==> config.mk <==
export PLATFORM = sky130hd
export DESIGN_NAME = tick_rate_ctrl
export DESIGN_NICKNAME = d
export VERILOG_FILES = /design/src/rtl/tick_rate_ctrl.sv
export SDC_FILE = /design/constraint.sdc
export NUM_CORES = 1
export LEC_CHECK = 0
export BUFFER_PORTS_ARGS = -buffer_cell sky130_fd_sc_hd__buf_2
export CORE_MARGIN = 5
export CORE_UTILIZATION = 50
export DETAILED_ROUTE_END_ITERATION = 10
export PLACE_DENSITY = 0.76
export SETUP_SLACK_MARGIN = 0.02
export SYNTH_ARGS = -nofsm -noshare
export SYNTH_HDL_FRONTEND = slang
export SYNTH_SLANG_ARGS = --single-unit
==> constraint.sdc <==
create_clock -name CLK_in -period 3.3 [get_ports CLK_in]
set_clock_uncertainty 0.1 [all_clocks]
set_input_delay 0.33 -clock CLK_in [delete_from_list [all_inputs] [get_ports CLK_in]]
set_output_delay 0.33 -clock CLK_in [all_outputs]
set_load 0.005 [all_outputs]
==> src/rtl/tick_rate_ctrl.sv <==
// Programmable tick scheduler: emits a one-cycle Tick_out enable every 2^E clocks.
// A new E is taken through a req/ack handshake and, while running, only at a period boundary.
module tick_rate_ctrl #(
  parameter int SIZE        = 36,
  parameter int EXP_W       = 6,
  parameter int DEFAULT_EXP = 25
) (
  input  logic             CLK_in,
  input  logic             RST_n_in,
  input  logic             Run_in,
  input  logic             Step_in,
  input  logic             Cfg_Req_in,
  input  logic [EXP_W-1:0] Cfg_Exp_in,
  output logic             Cfg_Ack_out,
  output logic             Cfg_Err_out,
  output logic             Busy_out,
  output logic             Tick_out,
  output logic [EXP_W-1:0] Exp_out,
  output logic [SIZE-1:0]  Count_out
);

  typedef enum logic [1:0] {
    STOP = 2'd0,
    RUN  = 2'd1,
    PEND = 2'd2
  } stateT;

  localparam logic [EXP_W-1:0] MaxExp   = EXP_W'(SIZE);
  localparam logic [EXP_W-1:0] ResetExp = EXP_W'(DEFAULT_EXP);

  stateT            state_q, state_d;
  logic [SIZE-1:0]  count_q, count_d;
  logic [EXP_W-1:0] exp_q, exp_d;
  logic [EXP_W-1:0] pend_q, pend_d;
  logic             tick_q, tick_d;
  logic             ack_q, ack_d;
  logic             err_q, err_d;
  logic             busy_q, busy_d;

  logic [SIZE-1:0]  termCount;
  logic             terminal;
  logic             reqBad;
  logic             reqOk;

  // Terminal count 2^E-1 as a mask; E == SIZE yields all ones, E == 0 yields zero.
  assign termCount = ~({SIZE{1'b1}} << exp_q);
  assign terminal  = (count_q == termCount);
  assign reqBad    = Cfg_Req_in && ((Cfg_Exp_in > MaxExp) || (state_q == PEND));
  assign reqOk     = Cfg_Req_in && !reqBad;

  always_ff @(posedge CLK_in or negedge RST_n_in) begin
    if (!RST_n_in) begin
      state_q <= STOP;
    end else begin
      state_q <= state_d;
    end
  end

  always_comb begin
    state_d = state_q;
    if (!Run_in) begin
      state_d = STOP;
    end else begin
      case (state_q)
        STOP, RUN: state_d = reqOk ? PEND : RUN;
        PEND:      state_d = terminal ? RUN : PEND;
        default:   state_d = STOP;
      endcase
    end
  end

  always_comb begin
    count_d = count_q;
    exp_d   = exp_q;
    pend_d  = pend_q;
    tick_d  = 1'b0;
    ack_d   = 1'b0;
    err_d   = reqBad;
    if (!Run_in) begin
      count_d = '0;
      tick_d  = Step_in && (state_q == STOP);
      // A change still pending when the run stops is applied rather than lost.
      if (state_q == PEND) begin
        exp_d = pend_q;
        ack_d = 1'b1;
      end else if (reqOk) begin
        exp_d = Cfg_Exp_in;
        ack_d = 1'b1;
      end
    end else begin
      if (terminal) begin
        count_d = '0;
        tick_d  = 1'b1;
      end else begin
        count_d = count_q + SIZE'(1);
      end
      if (reqOk) begin
        pend_d = Cfg_Exp_in;
      end
      if ((state_q == PEND) && terminal) begin
        exp_d = pend_q;
        ack_d = 1'b1;
      end
    end
    busy_d = (state_d == PEND);
  end

  always_ff @(posedge CLK_in or negedge RST_n_in) begin
    if (!RST_n_in) begin
      count_q <= '0;
      exp_q   <= ResetExp;
      pend_q  <= '0;
      tick_q  <= 1'b0;
      ack_q   <= 1'b0;
      err_q   <= 1'b0;
      busy_q  <= 1'b0;
    end else begin
      count_q <= count_d;
      exp_q   <= exp_d;
      pend_q  <= pend_d;
      tick_q  <= tick_d;
      ack_q   <= ack_d;
      err_q   <= err_d;
      busy_q  <= busy_d;
    end
  end

  assign Tick_out    = tick_q;
  assign Cfg_Ack_out = ack_q;
  assign Cfg_Err_out = err_q;
  assign Busy_out    = busy_q;
  assign Exp_out     = exp_q;
  assign Count_out   = count_q;

endmodule

==> results.sh, run 1 <==
export IMPL_hold_viol=0
export IMPL_status="finished clean"
export IMPL_cp_arrival_ns=3.17
export IMPL_dp_cells=535
export IMPL_rows=30
export IMPL_start_kind="flop"
export IMPL_vias_per_cell=5.70
export IMPL_grt_first_pass_wirelength_um=14900
export IMPL_ys_ff_latch=54
export IMPL_critPathKind="flop to flop"
export IMPL_end_kind="flop"
export IMPL_critical_path_max_stage_delay_ns=0.62
export IMPL_die_h_um=93.6
export IMPL_syn_nets=403
export IMPL_clk_pin_slew_ns=0.10
export IMPL_p_leak_nw=1.78
export IMPL_h_tree_depth=2
export IMPL_grt_total_usage=0.214
export IMPL_die_area_um2=8760
export IMPL_path_max_fanout=18
export IMPL_post_cts_setup_buffer_count=0
export IMPL_mostFrequentLayoutCell="nor2_1"
export IMPL_fin_cells=544
export IMPL_drive_above_1_share=0.237
export IMPL_diodes=0
export IMPL_syn_inst=391
export IMPL_required_ns=3.40
export IMPL_dpl_hpwl_um=6810
export IMPL_cts_made_buffers=5
export IMPL_maxCapViolations=0
export IMPL_maxSlewViolCount=0
export IMPL_syn_area_um2=3490
export IMPL_cts_tree="done"
export IMPL_wirelength_um=8910
export IMPL_coreArea_um2=6790
export IMPL_setup_viol=0
export IMPL_cts_hold_buf=1
export IMPL_drt_iter0_drc=218
export IMPL_post_route_util=0.591
export IMPL_port_buffers=56
export IMPL_drtPass1Iterations=4
export IMPL_clock_sinks=54
export IMPL_synth_ff_type="dfrtp_1"
export IMPL_crit_path_start="Exp_out[3]"
export IMPL_slew_headroom=0.594
export IMPL_initial_utilization=0.514
export IMPL_cts_buffer_depth=2
export IMPL_synth_edf_count=0
export IMPL_ant_nets=0
export IMPL_grt_pass1_vias=2914
export IMPL_io_pins=57
export IMPL_worstHoldStart="Step_in"
export IMPL_max_freq_ghz=0.326
export IMPL_cpMaxStageDelayCell="or4_1"
export IMPL_clk_latency_ns=0.31
export IMPL_syn_to_final_growth_pct=15.0
export IMPL_period_needed_ns=3.07
export IMPL_ctsResizeCount=0
export IMPL_finalCritPeriodShare=0.930
export IMPL_reg2reg_slack_ns=0.23
export IMPL_syn_area_per_cell_um2=8.93
export IMPL_worst_slew_pin_slew_ns=0.609
export IMPL_cts_root_buffer="clkbuf_8"
export IMPL_via_count=3100
export IMPL_timing_setup_tns_ns=0
export IMPL_synth_warnings=0
export IMPL_worst_path_buf_inv=0
export IMPL_path_cells="or3_1, nor4b_1, a311oi_1, or4_1, a211oi_4, a31oi_4, mux2_4"
export IMPL_synth_seq_area_share=0.388
export IMPL_p_per_area_nw_per_um2=518
export IMPL_nets=459
export IMPL_r2r_start="Exp_out[3]"
export IMPL_hp_class="input pin to flop"
export IMPL_synth_cell_types=58
export IMPL_rsz0062_at_grt="no"
export IMPL_gp_congestion=0.909
export IMPL_async_reset_ff_frac=1.00
export IMPL_drc_errors=0
export IMPL_most_common_layout_cells="nor2_1 (67), buf_2 (56), dfrtp_1 (51), nand2_1 (29), nand3_1 (24)"
export IMPL_die_x_um=93.6
export IMPL_wl_per_cell_um=16.4
export IMPL_cp_top_family="simple AND/OR/NAND/NOR gates"
export IMPL_grt_overflow=0
export IMPL_holdWs_ns=0.146
export IMPL_grt_max_degree=29
export IMPL_antenna_found_initial=0
export IMPL_ir_drop_uv=284
## metal layers
layer	GRT usage	vias up	routed length, um
li1	-	1503	-
met1	0.299	1491	4050
met2	0.335	91	4120
met3	0.0418	15	558
met4	0.0650	0	185
met5	0	-	0
## where the power goes
part           leakage, nW  internal [mW]  switching [mW]  total (mW)
Clock               0.0514          0.227           0.223       0.450
Combinational         1.01          0.344           0.457       0.800
Sequential           0.717          0.728           0.104       0.832
Total                 1.78           1.30           0.784        2.08
## per-stage QoR
step | power, mW | setup slack, ns | instance area [um2]
final | 2.08 | 0.232 | 4020
after global routing | 2.23 | 0.0281 | 4020
after CTS | 2.09 | 0.253 | 4020
after detailed placement | 1.63 | 0.274 | 3900
after global placement | 1.63 | 0.319 | 3900
after floorplan | 1.40 | 0.473 | 3490
## sequential cells by signal, summed over array words and instances, names as in the netlist
name and flops:
Cfg_Ack_out 1, Busy_out 1, Cfg_Err_out 1, Tick_out 1
Exp_out 6, Count_out 36, state_q 2, pend_q 6
## cell usage after synthesis (3+ instances only)
library cell   n  area share
nor2_1        67       0.072
dfrtp_1       51        0.37
nand2_1       29       0.031
nand3_1       24       0.034
xor2_1        22       0.055
xnor2_1       21       0.053
inv_1         11       0.012
mux2_2        11       0.035
a21oi_1       10       0.014
o21ai_0       10       0.014
buf_2          9       0.013
and3_1         8       0.014
clkbuf_1       8      0.0086
nor3_1         7       0.010
a311oi_1       5       0.013
mux2_4         5       0.021
nor2b_1        5      0.0090
nor4_1         5      0.0090
or4_1          5       0.011
a211oi_1       4      0.0086
a31oi_1        4      0.0072
buf_4          4      0.0086
nand4_1        4      0.0072
nand4b_1       4       0.010
a21o_1         3      0.0064
buf_1          3      0.0032
dfstp_2        3       0.023
mux2i_1        3      0.0086
nand2b_1       3      0.0054
o21a_1         3      0.0064
o31ai_1        3      0.0064
## worst paths after layout
check,to,cells after the start
setup / recovery,Exp_out[2],7
hold / removal,Tick_out,3
setup reg to reg,Exp_out[2],7
hold reg to reg,Tick_out,1
max in group asynchronous,Count_out[6],3
min in group asynchronous,Count_out[32],2
## worst register-to-register path, stage by stage (launching register included)
cell      delay (ns)
dfstp_2         0.48
or3_1           0.49
nor4b_1         0.27
a311oi_1        0.09
or4_1           0.62
a211oi_4        0.35
a31oi_4         0.23
mux2_4          0.34
## cells by family after synthesis
| kind of cell | Yosys count | share of synthesized area |
|---|---|---|
| xor+xnor | 43 | 0.108 |
| flops | 54 | 0.388 |
| simple gates | 173 | 0.246 |
| mux | 19 | 0.0655 |
| compound gates | 66 | 0.144 |
| fa+ha+maj | 1 | 0.00358 |
| buf+inv | 35 | 0.0451 |
## final cells by class
class / instances / area [um2]
repair buffers: 73 / 410
clock inverters: 2 / 37.5
multi-input cells: 302 / 1980
inverters: 11 / 41.3
flip-flops and latches: 54 / 1360
well taps: 96 / 120
fillers: 622 / 2780
clock buffers: 6 / 72.6
(Power assumes the default switching activity.)
==> run 2, diff against run 1 <==
--- a/config.mk
+++ b/config.mk
@@ -10,7 +10,9 @@
 export CORE_UTILIZATION = 50
 export DETAILED_ROUTE_END_ITERATION = 10
 export PLACE_DENSITY = 0.76
+export RECOVER_POWER = 50
 export SETUP_SLACK_MARGIN = 0.02
+export SKIP_LAST_GASP = 1
 export SYNTH_ARGS = -nofsm -noshare
 export SYNTH_HDL_FRONTEND = slang
 export SYNTH_SLANG_ARGS = --single-unit
==> results.sh, run 2 (same netlist as run 1, synthesis figures left out) <==
export IMPL_holdWs_ns=0.146
export IMPL_r2r_start="Exp_out[4]"
export IMPL_reg2reg_slack_ns=0.22
export IMPL_die_h_um=93.6
export IMPL_path_max_fanout=14
export IMPL_required_ns=3.40
export IMPL_timing_setup_tns_ns=0
export IMPL_drive_above_1_share=0.185
export IMPL_grt_total_usage=0.214
export IMPL_initial_utilization=0.514
export IMPL_wirelength_um=8950
export IMPL_clk_latency_ns=0.31
export IMPL_maxCapViolations=0
export IMPL_max_freq_ghz=0.325
export IMPL_min_path_cells=3
export IMPL_via_count=3125
export IMPL_cts_hold_buf=1
export IMPL_slew_headroom=0.00769
export IMPL_worst_path_buf_inv=1
export IMPL_path_cells="buf_4, nand2_1, o21ai_0, xor2_1, or4_1, a211oi_4, a31oi_4, mux2_4"
export IMPL_ir_drop_uv=283
export IMPL_grt_first_pass_wirelength_um=14900
export IMPL_worstHoldStart="Step_in"
export IMPL_cpMaxStageDelayCell="dfstp_2"
export IMPL_port_buffers=56
export IMPL_status="finished clean"
export IMPL_period_needed_ns=3.08
export IMPL_antenna_found_initial=0
export IMPL_setup_viol=0
export IMPL_cts_root_buffer="clkbuf_8"
export IMPL_ctsResizeCount=0
export IMPL_drt_iter0_drc=206
export IMPL_rsz0062_at_grt="no"
export IMPL_clock_sinks=54
export IMPL_finalCritPeriodShare=0.932
export IMPL_hp_class="input pin to flop"
export IMPL_cts_buffer_depth=2
export IMPL_syn_to_final_growth_pct=13.8
export IMPL_h_tree_depth=2
export IMPL_rows=30
export IMPL_ant_nets=0
export IMPL_grt_pass1_vias=2914
export IMPL_largest_register_ffs=36
export IMPL_cts_tree="done"
export IMPL_die_area_um2=8760
export IMPL_die_x_um=93.6
export IMPL_holdPathEnd="Tick_out"
export IMPL_reg2reg_depth=8
export IMPL_fin_cells=544
export IMPL_dp_cells=535
export IMPL_most_common_layout_cells="nor2_1 (67), dfrtp_1 (51), buf_2 (37), nand2_1 (29)"
export IMPL_final_cell_area_um2=3980
export IMPL_mostFrequentLayoutCell="nor2_1"
export IMPL_critical_path_max_stage_delay_ns=0.69
export IMPL_p_leak_nw=1.69
export IMPL_grt_overflow=0
export IMPL_drc_errors=0
export IMPL_clk_pin_slew_ns=0.10
export IMPL_wl_per_cell_um=16.4
export IMPL_vias_per_cell=5.74
export IMPL_fin_total_pwr_mw=2.08
export IMPL_place_area_um2=3900
export IMPL_critPathKind="flop to flop"
export IMPL_diodes=0
export IMPL_io_pins=57
export IMPL_cp_arrival_ns=3.18
export IMPL_dpl_hpwl_um=6810
export IMPL_cp_top_family="compound AO/OA/AOI/OAI gates"
export IMPL_grt_max_degree=29
export IMPL_maxSlewViolCount=0
export IMPL_end_kind="flop"
export IMPL_start_kind="flop"
export IMPL_nets=459
export IMPL_p_per_area_nw_per_um2=523
export IMPL_cts_made_buffers=5
export IMPL_hold_viol=0
export IMPL_drtPass1Iterations=4
export IMPL_post_cts_setup_buffer_count=0
export IMPL_timing_rr_end="Exp_out[2]"
export IMPL_gp_congestion=0.909
export IMPL_worst_slew_pin_slew_ns=1.49
export IMPL_crit_path_start="Exp_out[4]"
export IMPL_coreArea_um2=6790
==> run 2: changes by cell type in the layout (fill, tap and decap cells not counted), sizes merged <==
cell,delta
buf,-24
clkbuf,+24
==> run 2: layer usage <==
metal	track usage	routed length, um	part of all wire
met2	0.335	4130	0.46
met3	0.0418	609	0.068
met1	0.299	4030	0.45
met4	0.0650	182	0.020
met5	0	0	0
==> run 2: worst register-to-register path, stage by stage, from the launching register on <==
cell	delay, ns
dfstp_2	0.69
buf_4	0.23
nand2_1	0.09
o21ai_0	0.25
xor2_1	0.10
or4_1	0.59
a211oi_4	0.34
a31oi_4	0.23
mux2_4	0.35
==> run 2: cell type report <==
type                            count  area (um2)
Fill cell                         631        2820
Multi-Input combinational cell    302        1980
Sequential cell                    54        1360
Timing Repair Buffer               73         369
Tap cell                           96         120
Clock buffer                        6        72.6
Inverter                           11        41.3
Clock inverter                      2        37.5
==> run 2: worst max path at each step <==
stage                       to  cells after the start
detailed placement  Exp_out[2]                      7
global route        Exp_out[1]                      9
global placement    Exp_out[2]                      8
floorplan           Exp_out[1]                      8
CTS                 Exp_out[2]                      8
finish              Exp_out[2]                      8
==> run 2: power breakdown <==
group | internal [mW] | total [mW] | switching, mW
logic | 0.335 | 0.796 | 0.460
registers | 0.728 | 0.833 | 0.105
clock network | 0.227 | 0.450 | 0.223
total | 1.29 | 2.08 | 0.789
==> run 2: through the flow <==
step                      utilization  setup slack, ns
final                           0.585            0.223
after detailed placement        0.574            0.274
after floorplan                     -            0.473
after global placement          0.574            0.319
after CTS                       0.591            0.253
after global routing            0.585           0.0179
==> run 3, diff against run 2 <==
--- a/config.mk
+++ b/config.mk
@@ -7,9 +7,9 @@
 export LEC_CHECK = 0
 export BUFFER_PORTS_ARGS = -buffer_cell sky130_fd_sc_hd__buf_2
 export CORE_MARGIN = 5
-export CORE_UTILIZATION = 50
+export CORE_UTILIZATION = 55
 export DETAILED_ROUTE_END_ITERATION = 10
-export PLACE_DENSITY = 0.76
+export PLACE_DENSITY = 0.82
 export RECOVER_POWER = 50
 export SETUP_SLACK_MARGIN = 0.02
 export SKIP_LAST_GASP = 1
==> results.sh, run 3 (same netlist as run 1, synthesis figures left out) <==
export IMPL_status="finished clean"
export IMPL_cp_top_family="simple AND/OR/NAND/NOR gates"
export IMPL_maxCapViolations=0
export IMPL_wl_per_cell_um=17.7
export IMPL_dp_cells=513
export IMPL_grt_first_pass_wirelength_um=14900
export IMPL_period_needed_ns=3.16
export IMPL_drt_iter0_drc=220
export IMPL_grt_total_usage=0.240
export IMPL_port_buffers=56
export IMPL_reg2reg_slack_ns=0.14
export IMPL_cts_root_buffer="clkbuf_8"
export IMPL_die_h_um=89.7
export IMPL_path_cells="or3_1, nor4b_1, a311oi_1, or4_1, a211oi_4, a31oi_4, mux2_4"
export IMPL_via_count=3141
export IMPL_diodes=0
export IMPL_maxSlewViolCount=0
export IMPL_vias_per_cell=6.02
export IMPL_p_per_area_nw_per_um2=532
export IMPL_hp_class="input pin to flop"
export IMPL_p_leak_nw=1.65
export IMPL_path_max_fanout=25
export IMPL_cpMaxStageDelayCell="or4_1"
export IMPL_required_ns=3.39
export IMPL_die_x_um=89.7
export IMPL_ant_nets=0
export IMPL_cts_tree="done"
export IMPL_cp_arrival_ns=3.25
export IMPL_fillers=568
export IMPL_worst_slew_pin_slew_ns=1.47
export IMPL_largest_register_ffs=36
export IMPL_end_kind="flop"
export IMPL_die_area_um2=8050
export IMPL_syn_to_final_growth_pct=13.0
export IMPL_clock_sinks=54
export IMPL_hold_viol=0
export IMPL_multi_input_area_um2=1980
export IMPL_final_seq_area_um2=1360
export IMPL_critPathKind="flop to flop"
export IMPL_worst_path_buf_inv=0
export IMPL_h_tree_depth=2
export IMPL_wirelength_um=9220
export IMPL_rsz0062_at_grt="no"
export IMPL_coreArea_um2=6280
export IMPL_io_pins=57
export IMPL_drc_errors=0
export IMPL_grt_pass1_vias=2921
export IMPL_dpl_hpwl_um=6880
export IMPL_initial_utilization=0.557
export IMPL_grt_overflow=0
export IMPL_rows=29
export IMPL_cts_buffer_depth=2
export IMPL_grt_max_degree=29
export IMPL_finalCritPeriodShare=0.958
export IMPL_timing_setup_tns_ns=0
export IMPL_slew_headroom=0.0226
export IMPL_drtPass1Iterations=6
export IMPL_gp_congestion=0.921
export IMPL_fin_cells=522
export IMPL_clk_latency_ns=0.31
export IMPL_critical_path_max_stage_delay_ns=0.60
export IMPL_holdWs_ns=0.161
export IMPL_drive_above_1_share=0.164
export IMPL_ir_drop_uv=483
export IMPL_start_kind="flop"
export IMPL_most_common_layout_cells="nor2_1 (67), dfrtp_1 (51), clkbuf_1 (31), nand2_1 (29), buf_2 (27)"
export IMPL_antenna_found_initial=0
export IMPL_setup_viol=0
export IMPL_mostFrequentLayoutCell="nor2_1"
export IMPL_clk_pin_slew_ns=0.09
export IMPL_cts_made_buffers=5
export IMPL_max_freq_ghz=0.316
export IMPL_nets=456
export IMPL_post_cts_setup_buffer_count=0
run 3: where the power goes:
| group | internal, mW | switching (mW) | leakage [nW] | total [mW] |
|---|---|---|---|---|
| clock | 0.248 | 0.210 | 0.0585 | 0.458 |
| combinational | 0.332 | 0.454 | 0.877 | 0.786 |
| sequential | 0.728 | 0.129 | 0.717 | 0.857 |
run 3: metal layers:
| metal | routed length (um) | track usage |
|---|---|---|
| met2 | 4330 | 0.376 |
| met5 | 0 | 0 |
| met3 | 550 | 0.0365 |
| met1 | 4190 | 0.345 |
| met4 | 147 | 0.0677 |
run 3: cell type report:
class                           count  area share
Inverter                           11      0.0105
Sequential cell                    54       0.343
Clock buffer                        7      0.0219
Timing Repair Buffer               70      0.0906
Clock inverter                      1     0.00761
Tap cell                           77      0.0244
Multi-Input combinational cell    302       0.502
run 3: worst register-to-register path: cells and delay by family (launching register included):
| kind | cells | cell delay, ns |
|---|---|---|
| AND/OR/NAND/NOR | 3 | 1.46 |
| AO/OA/AOI/OAI | 3 | 0.64 |
| flip-flops | 1 | 0.51 |
| multiplexers | 1 | 0.34 |
run 3: worst paths after layout:
check,from,end,depth (start not counted)
worst max register to register,Exp_out[4],Exp_out[1],7
worst max-delay path,Exp_out[4],Exp_out[1],7
min in group asynchronous,RST_n_in,Count_out[3],2
worst min-delay path,Cfg_Req_in,Cfg_Err_out,3
max in group asynchronous,RST_n_in,Count_out[22],3
worst min register to register,state_q[0],Tick_out,1
run 3: metrics by stage:
| step | total power [mW] | utilization | setup slack, ns | instance area [um2] |
|---|---|---|---|---|
| 2_1_floorplan | 1.40 | - | 0.473 | 3490 |
| 3_3_place_gp | 1.63 | 0.616 | 0.301 | 3860 |
| 3_5_place_dp | 1.64 | 0.616 | 0.175 | 3860 |
| 4_1_cts | 2.11 | 0.636 | 0.164 | 3990 |
| 5_1_grt | 2.23 | 0.629 | 0.0438 | 3950 |
| 6_report | 2.10 | 0.629 | 0.137 | 3950 |
run 3: timing repair:
action | CTS | global route
endpoints found under the hold margin | 24 | 0
gates resized for setup | 0 | 0
hold buffers | 1 | 0
